==> src/rtl/snow64_lar_element_sequencer_pkg.sv <==
// Shared CPU package: data-type encodings plus the LAR element sequencer's
// state type and width constants.
//
// Contents:
//   DataType      operand data type (unsigned int, signed int, BFloat16, reserved)
//   IntTypeSize   SIMD lane size used by the sub-ALU for the int types
//   LarSeqState   sequencer FSM states
//   LarDataWidth / SubDataWidth / BFloat16Width / OperWidth   default widths
//   LarIntElemCount / LarBf16ElemCount                        elements per LAR
package PkgSnow64Cpu;

  typedef enum logic [1:0] {
    DataTypUnsgnInt = 2'd0,
    DataTypSgnInt   = 2'd1,
    DataTypBFloat16 = 2'd2,
    DataTypReserved = 2'd3
  } DataType;

  typedef enum logic [1:0] {
    IntTypSz8  = 2'd0,
    IntTypSz16 = 2'd1,
    IntTypSz32 = 2'd2,
    IntTypSz64 = 2'd3
  } IntTypeSize;

  typedef enum logic [1:0] {
    LarSeqIdle  = 2'd0,
    LarSeqIssue = 2'd1,
    LarSeqWait  = 2'd2,
    LarSeqDone  = 2'd3
  } LarSeqState;

  localparam int LarDataWidth     = 256;
  localparam int SubDataWidth     = 64;
  localparam int BFloat16Width    = 16;
  localparam int OperWidth        = 4;
  localparam int LarIntElemCount  = LarDataWidth / SubDataWidth;
  localparam int LarBf16ElemCount = LarDataWidth / BFloat16Width;

endpackage

==> src/rtl/snow64_lar_element_sequencer_slice.sv <==
// snow64_lar_slice_select: combinational index -> slice mux over a LAR value.
//
// Ports:
//   larData  in   WIDTH__LAR_DATA  full LAR operand
//   index    in   WIDTH__INDEX     element index (BF16 granularity width)
//   isBf16   in   1                1: 16-bit element, zero-extended; 0: 64-bit chunk
//   slice    out  WIDTH__SUB_DATA  selected slice, little-endian element order
module snow64_lar_slice_select
  import PkgSnow64Cpu::*;
#(
  parameter int WIDTH__LAR_DATA = LarDataWidth,
  parameter int WIDTH__SUB_DATA = SubDataWidth,
  parameter int WIDTH__BFLOAT16 = BFloat16Width,
  parameter int WIDTH__INDEX    = $clog2(WIDTH__LAR_DATA / WIDTH__BFLOAT16)
) (
  input  logic [WIDTH__LAR_DATA-1:0] larData,
  input  logic [WIDTH__INDEX-1:0]    index,
  input  logic                       isBf16,
  output logic [WIDTH__SUB_DATA-1:0] slice
);

  localparam int IntIdxW = $clog2(WIDTH__LAR_DATA / WIDTH__SUB_DATA);

  // Int chunks only need the low index bits; the upper bits are always
  // zero for int ops because the index stops at the last chunk.
  logic [IntIdxW-1:0] intIdx;
  assign intIdx = index[IntIdxW-1:0];

  always_comb begin
    slice = '0;
    if (isBf16) begin
      slice[WIDTH__BFLOAT16-1:0] = larData[index*WIDTH__BFLOAT16 +: WIDTH__BFLOAT16];
    end else begin
      slice = larData[intIdx*WIDTH__SUB_DATA +: WIDTH__SUB_DATA];
    end
  end

endmodule

==> src/rtl/snow64_lar_element_sequencer.sv <==
// snow64_lar_element_sequencer: runs one LAR-wide binary op through a shared
// 64-bit sub-ALU, one chunk (int types) or one BF16 element at a time, and
// assembles the result.
//
// Optional feature: define SNOW64_LAR_SEQ_ABORT_EN to add the in_abort input,
// which ends an in-flight op early with out_bad_type=1 and partial out_data.
//
// Ports:
//   clk, rst            clock, synchronous active-high reset
//   in_start            request strobe, taken only while out_ready=1
//   in_data_type        DataType of the operands
//   in_int_type_size    IntTypeSize (meaningful for int types only)
//   in_oper             opcode, forwarded to the sub-ALU
//   in_a, in_b          LAR operands
//   in_abort            (SNOW64_LAR_SEQ_ABORT_EN only) abandon current op
//   in_sub_valid        sub-ALU result strobe
//   in_sub_data         sub-ALU result (BF16 uses [15:0])
//   out_ready           idle, can accept in_start
//   out_valid           one-cycle completion pulse
//   out_data            assembled result, held until the next accepted start
//   out_bad_type        with out_valid: reserved type (or aborted op)
//   out_sub_start       one-cycle issue pulse to the sub-ALU
//   out_sub_a/_b        sub-ALU operands for the current index
//   out_sub_data_type   latched data type
//   out_sub_int_size    latched int size
//   out_sub_oper        latched opcode
module snow64_lar_element_sequencer
  import PkgSnow64Cpu::*;
#(
  parameter int WIDTH__LAR_DATA = LarDataWidth,
  parameter int WIDTH__SUB_DATA = SubDataWidth,
  parameter int WIDTH__BFLOAT16 = BFloat16Width,
  parameter int WIDTH__OPER     = OperWidth
) (
  input  logic                       clk,
  input  logic                       rst,
  input  logic                       in_start,
  input  logic [1:0]                 in_data_type,
  input  logic [1:0]                 in_int_type_size,
  input  logic [WIDTH__OPER-1:0]     in_oper,
  input  logic [WIDTH__LAR_DATA-1:0] in_a,
  input  logic [WIDTH__LAR_DATA-1:0] in_b,
`ifdef SNOW64_LAR_SEQ_ABORT_EN
  input  logic                       in_abort,
`endif
  input  logic                       in_sub_valid,
  input  logic [WIDTH__SUB_DATA-1:0] in_sub_data,
  output logic                       out_ready,
  output logic                       out_valid,
  output logic [WIDTH__LAR_DATA-1:0] out_data,
  output logic                       out_bad_type,
  output logic                       out_sub_start,
  output logic [WIDTH__SUB_DATA-1:0] out_sub_a,
  output logic [WIDTH__SUB_DATA-1:0] out_sub_b,
  output logic [1:0]                 out_sub_data_type,
  output logic [1:0]                 out_sub_int_size,
  output logic [WIDTH__OPER-1:0]     out_sub_oper
);

  localparam int IntElems = WIDTH__LAR_DATA / WIDTH__SUB_DATA;
  localparam int BfElems  = WIDTH__LAR_DATA / WIDTH__BFLOAT16;
  localparam int IdxW     = $clog2(BfElems);
  localparam int IntIdxW  = $clog2(IntElems);

  localparam logic [IdxW-1:0] IntLast = IdxW'(IntElems - 1);
  localparam logic [IdxW-1:0] BfLast  = IdxW'(BfElems - 1);

  LarSeqState state, nextState;

  logic [IdxW-1:0]            index;
  logic                       isBf16;
  logic                       badFlag;
  logic [WIDTH__LAR_DATA-1:0] latA;
  logic [WIDTH__LAR_DATA-1:0] latB;
  logic [WIDTH__LAR_DATA-1:0] outData;
  logic [1:0]                 subDataType;
  logic [1:0]                 subIntSize;
  logic [WIDTH__OPER-1:0]     subOper;

  logic [IdxW-1:0]    lastIdx;
  logic [IntIdxW-1:0] intIdx;
  logic               acceptStart;
  logic               abortHit;
  logic               subAccept;

  assign lastIdx     = isBf16 ? BfLast : IntLast;
  assign intIdx      = index[IntIdxW-1:0];
  assign acceptStart = (state == LarSeqIdle) && in_start;

`ifdef SNOW64_LAR_SEQ_ABORT_EN
  assign abortHit = in_abort && ((state == LarSeqIssue) || (state == LarSeqWait));
`else
  assign abortHit = 1'b0;
`endif

  // An abort in the same cycle as a sub-ALU result drops that result.
  assign subAccept = (state == LarSeqWait) && in_sub_valid && !abortHit;

  // Operands come straight from the latched LAR values, so they stay stable
  // for as long as the index does (all of ISSUE and WAIT).
  snow64_lar_slice_select #(
    .WIDTH__LAR_DATA(WIDTH__LAR_DATA),
    .WIDTH__SUB_DATA(WIDTH__SUB_DATA),
    .WIDTH__BFLOAT16(WIDTH__BFLOAT16),
    .WIDTH__INDEX   (IdxW)
  ) sliceA (
    .larData(latA),
    .index  (index),
    .isBf16 (isBf16),
    .slice  (out_sub_a)
  );

  snow64_lar_slice_select #(
    .WIDTH__LAR_DATA(WIDTH__LAR_DATA),
    .WIDTH__SUB_DATA(WIDTH__SUB_DATA),
    .WIDTH__BFLOAT16(WIDTH__BFLOAT16),
    .WIDTH__INDEX   (IdxW)
  ) sliceB (
    .larData(latB),
    .index  (index),
    .isBf16 (isBf16),
    .slice  (out_sub_b)
  );

  always_ff @(posedge clk) begin
    if (rst) begin
      state <= LarSeqIdle;
    end else begin
      state <= nextState;
    end
  end

  always_comb begin
    nextState     = state;
    out_ready     = 1'b0;
    out_valid     = 1'b0;
    out_bad_type  = 1'b0;
    out_sub_start = 1'b0;
    case (state)
      LarSeqIdle: begin
        out_ready = 1'b1;
        if (in_start) begin
          nextState = (in_data_type == DataTypReserved) ? LarSeqDone : LarSeqIssue;
        end
      end
      LarSeqIssue: begin
        out_sub_start = 1'b1;
        nextState     = abortHit ? LarSeqDone : LarSeqWait;
      end
      LarSeqWait: begin
        if (abortHit) begin
          nextState = LarSeqDone;
        end else if (in_sub_valid) begin
          nextState = (index == lastIdx) ? LarSeqDone : LarSeqIssue;
        end
      end
      LarSeqDone: begin
        out_valid    = 1'b1;
        out_bad_type = badFlag;
        nextState    = LarSeqIdle;
      end
      default: nextState = LarSeqIdle;
    endcase
  end

  always_ff @(posedge clk) begin
    if (rst) begin
      index       <= '0;
      isBf16      <= 1'b0;
      badFlag     <= 1'b0;
      latA        <= '0;
      latB        <= '0;
      outData     <= '0;
      subDataType <= '0;
      subIntSize  <= '0;
      subOper     <= '0;
    end else begin
      if (acceptStart) begin
        index       <= '0;
        outData     <= '0;
        latA        <= in_a;
        latB        <= in_b;
        subDataType <= in_data_type;
        subIntSize  <= in_int_type_size;
        subOper     <= in_oper;
        isBf16      <= (in_data_type == DataTypBFloat16);
        badFlag     <= (in_data_type == DataTypReserved);
      end
      if (subAccept) begin
        if (isBf16) begin
          outData[index*WIDTH__BFLOAT16 +: WIDTH__BFLOAT16] <= in_sub_data[WIDTH__BFLOAT16-1:0];
        end else begin
          outData[intIdx*WIDTH__SUB_DATA +: WIDTH__SUB_DATA] <= in_sub_data;
        end
        if (index != lastIdx) begin
          index <= index + 1'b1;
        end
      end
      if (abortHit) begin
        badFlag <= 1'b1;
      end
    end
  end

  assign out_data          = outData;
  assign out_sub_data_type = subDataType;
  assign out_sub_int_size  = subIntSize;
  assign out_sub_oper      = subOper;

endmodule

==> config.mk <==
export PLATFORM = sky130hd
export DESIGN_NAME = snow64_lar_element_sequencer
export DESIGN_NICKNAME = d
export VERILOG_FILES = /design/src/rtl/snow64_lar_element_sequencer_pkg.sv /design/src/rtl/snow64_lar_element_sequencer_slice.sv /design/src/rtl/snow64_lar_element_sequencer.sv
export SDC_FILE = /design/constraint.sdc
export NUM_CORES = 2
export LEC_CHECK = 0
export CORE_AREA = 2 2 384 386
export DETAILED_ROUTE_END_ITERATION = 6
export DIE_AREA = 0 0 386 388
export HOLD_SLACK_MARGIN = 0.03
export SYNTH_ARGS = -nofsm -noshare
export SYNTH_HDL_FRONTEND = slang
export SYNTH_SLANG_ARGS = --single-unit
==> constraint.sdc <==
create_clock -name clk -period 3.2 [get_ports clk]
set_input_delay 0.48 -clock clk [delete_from_list [all_inputs] [get_ports clk]]
set_output_delay 0.48 -clock clk [all_outputs]
set_load 0.05 [all_outputs]
==> results.md <==
- Outcome: finished, violations left
- Failing checks: setup timing
- IO Port Bufs: 983
- Rel. slew slack: 8.48%
- End of the worst hold path: state[0]
- Max Clk Rate: 309 MHz
- Synth Flop Type: dfxtp_1
- Dpl cell area: 0.0530 mm2
- Worst-Skew Late Latency: about 0.7 ns
- HP Class: in -> reg
- Global-route wire length before repair: roughly 320000 um
- Met3 Use GR: 6.99%
- Post-Route WL: between 200000 and 250000 um
- Fin area: ~0.058 mm2
- Die area: 0.150 mm2
- I/O pin total: 984
- Row cnt: 140
- Placeable Area: 0.145 mm2
- Fraction of registers with async set or reset after synthesis: 0%
- Via Count: 44400
- Worst reg-to-reg setup slack: 0.20 ns
- Vias in the first global route: about 42000
- CTS Buffer Depth: 3
- P&R area growth vs syn: 42.4%
- Tcrit/Tclk final: 101%
- Dpl hpwl: 169000 um
- First-pass detailed-route iteration total: 6
- Mapped Cells: 4710
- Final Critical Period: between 3 and 4 ns
- CTS Buf Count: 96
- Share of layout cells above drive strength 1: 16.8%
- Commonest cells post-synth: nand2_1, dfxtp_1, a21oi_1
- Initial antenna violation count: 53
- Pins Over Slew Limit: 0
- Final Setup Violations: 6
- GRT busiest layer: met2
- Total power: 28.5 mW
- Startpoint Class: register
- GR Layer Usage met2: 45.3%
- Largest net degree at the start of global routing: 219
- Setup CP Type: reg -> out
- Initial Utilization: 28.0%
- Clock skew: 0.0449 ns
- Worst-path clk slew: ~0.060 ns
- Worst-Margin Slew: ~1.4 ns
- Top cell type's share of synthesized area: approximately two fifths
- Gr usage total: around 30%
- Max-Cap Viols: 0
- Yosys cell types: 87
- Gp weighted congestion: 0.999
- Final Hold Viols: 0
- Cell area power density: 493 mW/mm2
- FF-to-FF path depth: 8
- Setup ws final: -0.0365 ns
- Worst setup EP type: output port
- Worst hold path stage count: 2
- Crit Path Max Fanout: 27
- Root Buffer: clkbuf_16
- RSZ-0062 raised after global routing: yes
- Gr ovfl total: 0
- Place WS: 0.217 ns
- Routed wire per std cell: 30.5 um
- Hold Startpoint: rst
- Met1 GRT Util: between 30% and 40%
- Final ANT Viol Nets: 0
- CTS tree: yes
- Area contributors post-synth: dfxtp_1, mux4_2, nand2_1
- Cell area after synthesis: 0.0406 mm2
- Layout Nets: 6143
- H-tree depth: 3
- Slowest cell on the critical path: mux4_2
- Synthesized Nets: between 5000 and 6000
- Number of vias per cell: 5.87
- Max VDD drop: 0.000439 V
- Die Y: 388 um
- Sink Count: 784
- YS warnings: 0
- Worst R2R End: out_data[185]
- Count leader, synth: nand2_1
- #FFs+latches synth: 784
- Iteration-0 DRC Markers: 5300
- Critical path's largest stage delay: ~0.55 ns
- DRC violations left: 0
- Post-synth EDFFs: 0
- CTS Hold Bufs: 0
- Critical path required time: 2.72 ns
- CP dominant cell by count: buf_16
- Synth area leader: dfxtp_1
- Die W: 386 um
- CP arrival: 2.76 ns
- Reg2reg start: index[1]
- Dpl cells: 7306
- Hold WS: between 0.15 and 0.2 ns
- Syn_area_per_cell: 8.62 um2
- Leakage: 19.7 nW
- Register area share after synthesis: 38.6%
- Cell Chain, Critical Path: buf_16, buf_16, mux4_2, a22oi_2, a21oi_2, buf_4, buf_12
- Fill cells: around 15000
- Post-Layout Cell Count: 7567
area by class of cell:
class                           count  area [um2]  area share, %
Inverter                           25        96.3          0.167
Antenna cell                       23        57.6         0.0995
Clock inverter                     35         515          0.891
Timing Repair Buffer             1256       13200           22.8
Sequential cell                   784       15700           27.2
Tap cell                         1917        2400           4.15
Clock buffer                      141        2780           4.81
Multi-Input combinational cell   3386       23100           39.9
power by group:
part           internal (mW)  switching (mW)  total (mW)  leakage, nW
Clock                   6.65            4.84        11.5         1.61
Sequential              10.3           0.663        11.0         6.40
Combinational           2.46            3.59        6.04         11.7
Total                   19.4            9.09        28.5         19.7
per-layer routing:
layer / up-vias / part of all wire [%]
met5: - / 0.059
met2: 2886 / 45
met3: 496 / 10
li1: 19000 / -
met4: 22 / 5.1
met1: 21900 / 40
worst max-delay path, delay by kind of cell (launching register included):
family	cells	cell delay (ns)
AO/OA/AOI/OAI	2	0.32
flip-flops	1	0.38
buffers and inverters	4	0.75
multiplexers	1	0.55
cell usage in the layout, fill, tap and decap left out, types with 67 or more instances in the layout:
master	instances
a21oi_1	663
dfxtp_1	779
nor3_1	81
mux2i_1	94
nand2_1	1155
buf_12	80
buf_4	280
a31oi_1	67
and2_1	113
nand3_1	71
clkbuf_16	102
mux4_2	205
clkdlybuf4s50_1	846
o211ai_1	90
kinds of logic after synthesis:
kind of cell / count (synthesis) / share of synthesized area [%]
compound gates: 1414 / 23.4
mux: 317 / 14.1
buf+inv: 540 / 5.78
simple gates: 1647 / 17.8
fa+ha+maj: 6 / 0.185
flops: 784 / 38.6
xor+xnor: 2 / 0.0431
state kept, by name, indices dropped and copies added, names as in the netlist:
register and flops:
latA 256, latB 256, out_data 256, index 4
out_sub_oper 4, out_sub_data_type 2, out_sub_int_size 2, state 2
badFlag 1, isBf16 1
per-stage QoR:
step,util (%),setup TNS [ns]
global placement,36.5,0
finish,39.8,-0.0851
CTS,39.4,-0.720
global route,39.8,-1.50
detailed placement,36.5,0
floorplan,-,0
worst max path at each step:
| stage | from | to | cells past startpoint |
|---|---|---|---|
| CTS | index[0] | out_sub_a[10] | 8 |
| global placement | in_start | out_data[19] | 6 |
| floorplan | index[0] | out_data[118] | 14 |
| global route | index[0] | out_sub_a[10] | 8 |
| finish | index[0] | out_sub_b[0] | 7 |
| detailed placement | in_start | out_data[28] | 6 |
what timing repair did:
item	in CTS	in global routing
pin swaps	6	12
gates cloned	11	6
setup endpoints to repair	94	58
gates resized for setup	93	49
buffers inserted	24	22
Power figures use the tool's default switching activity.
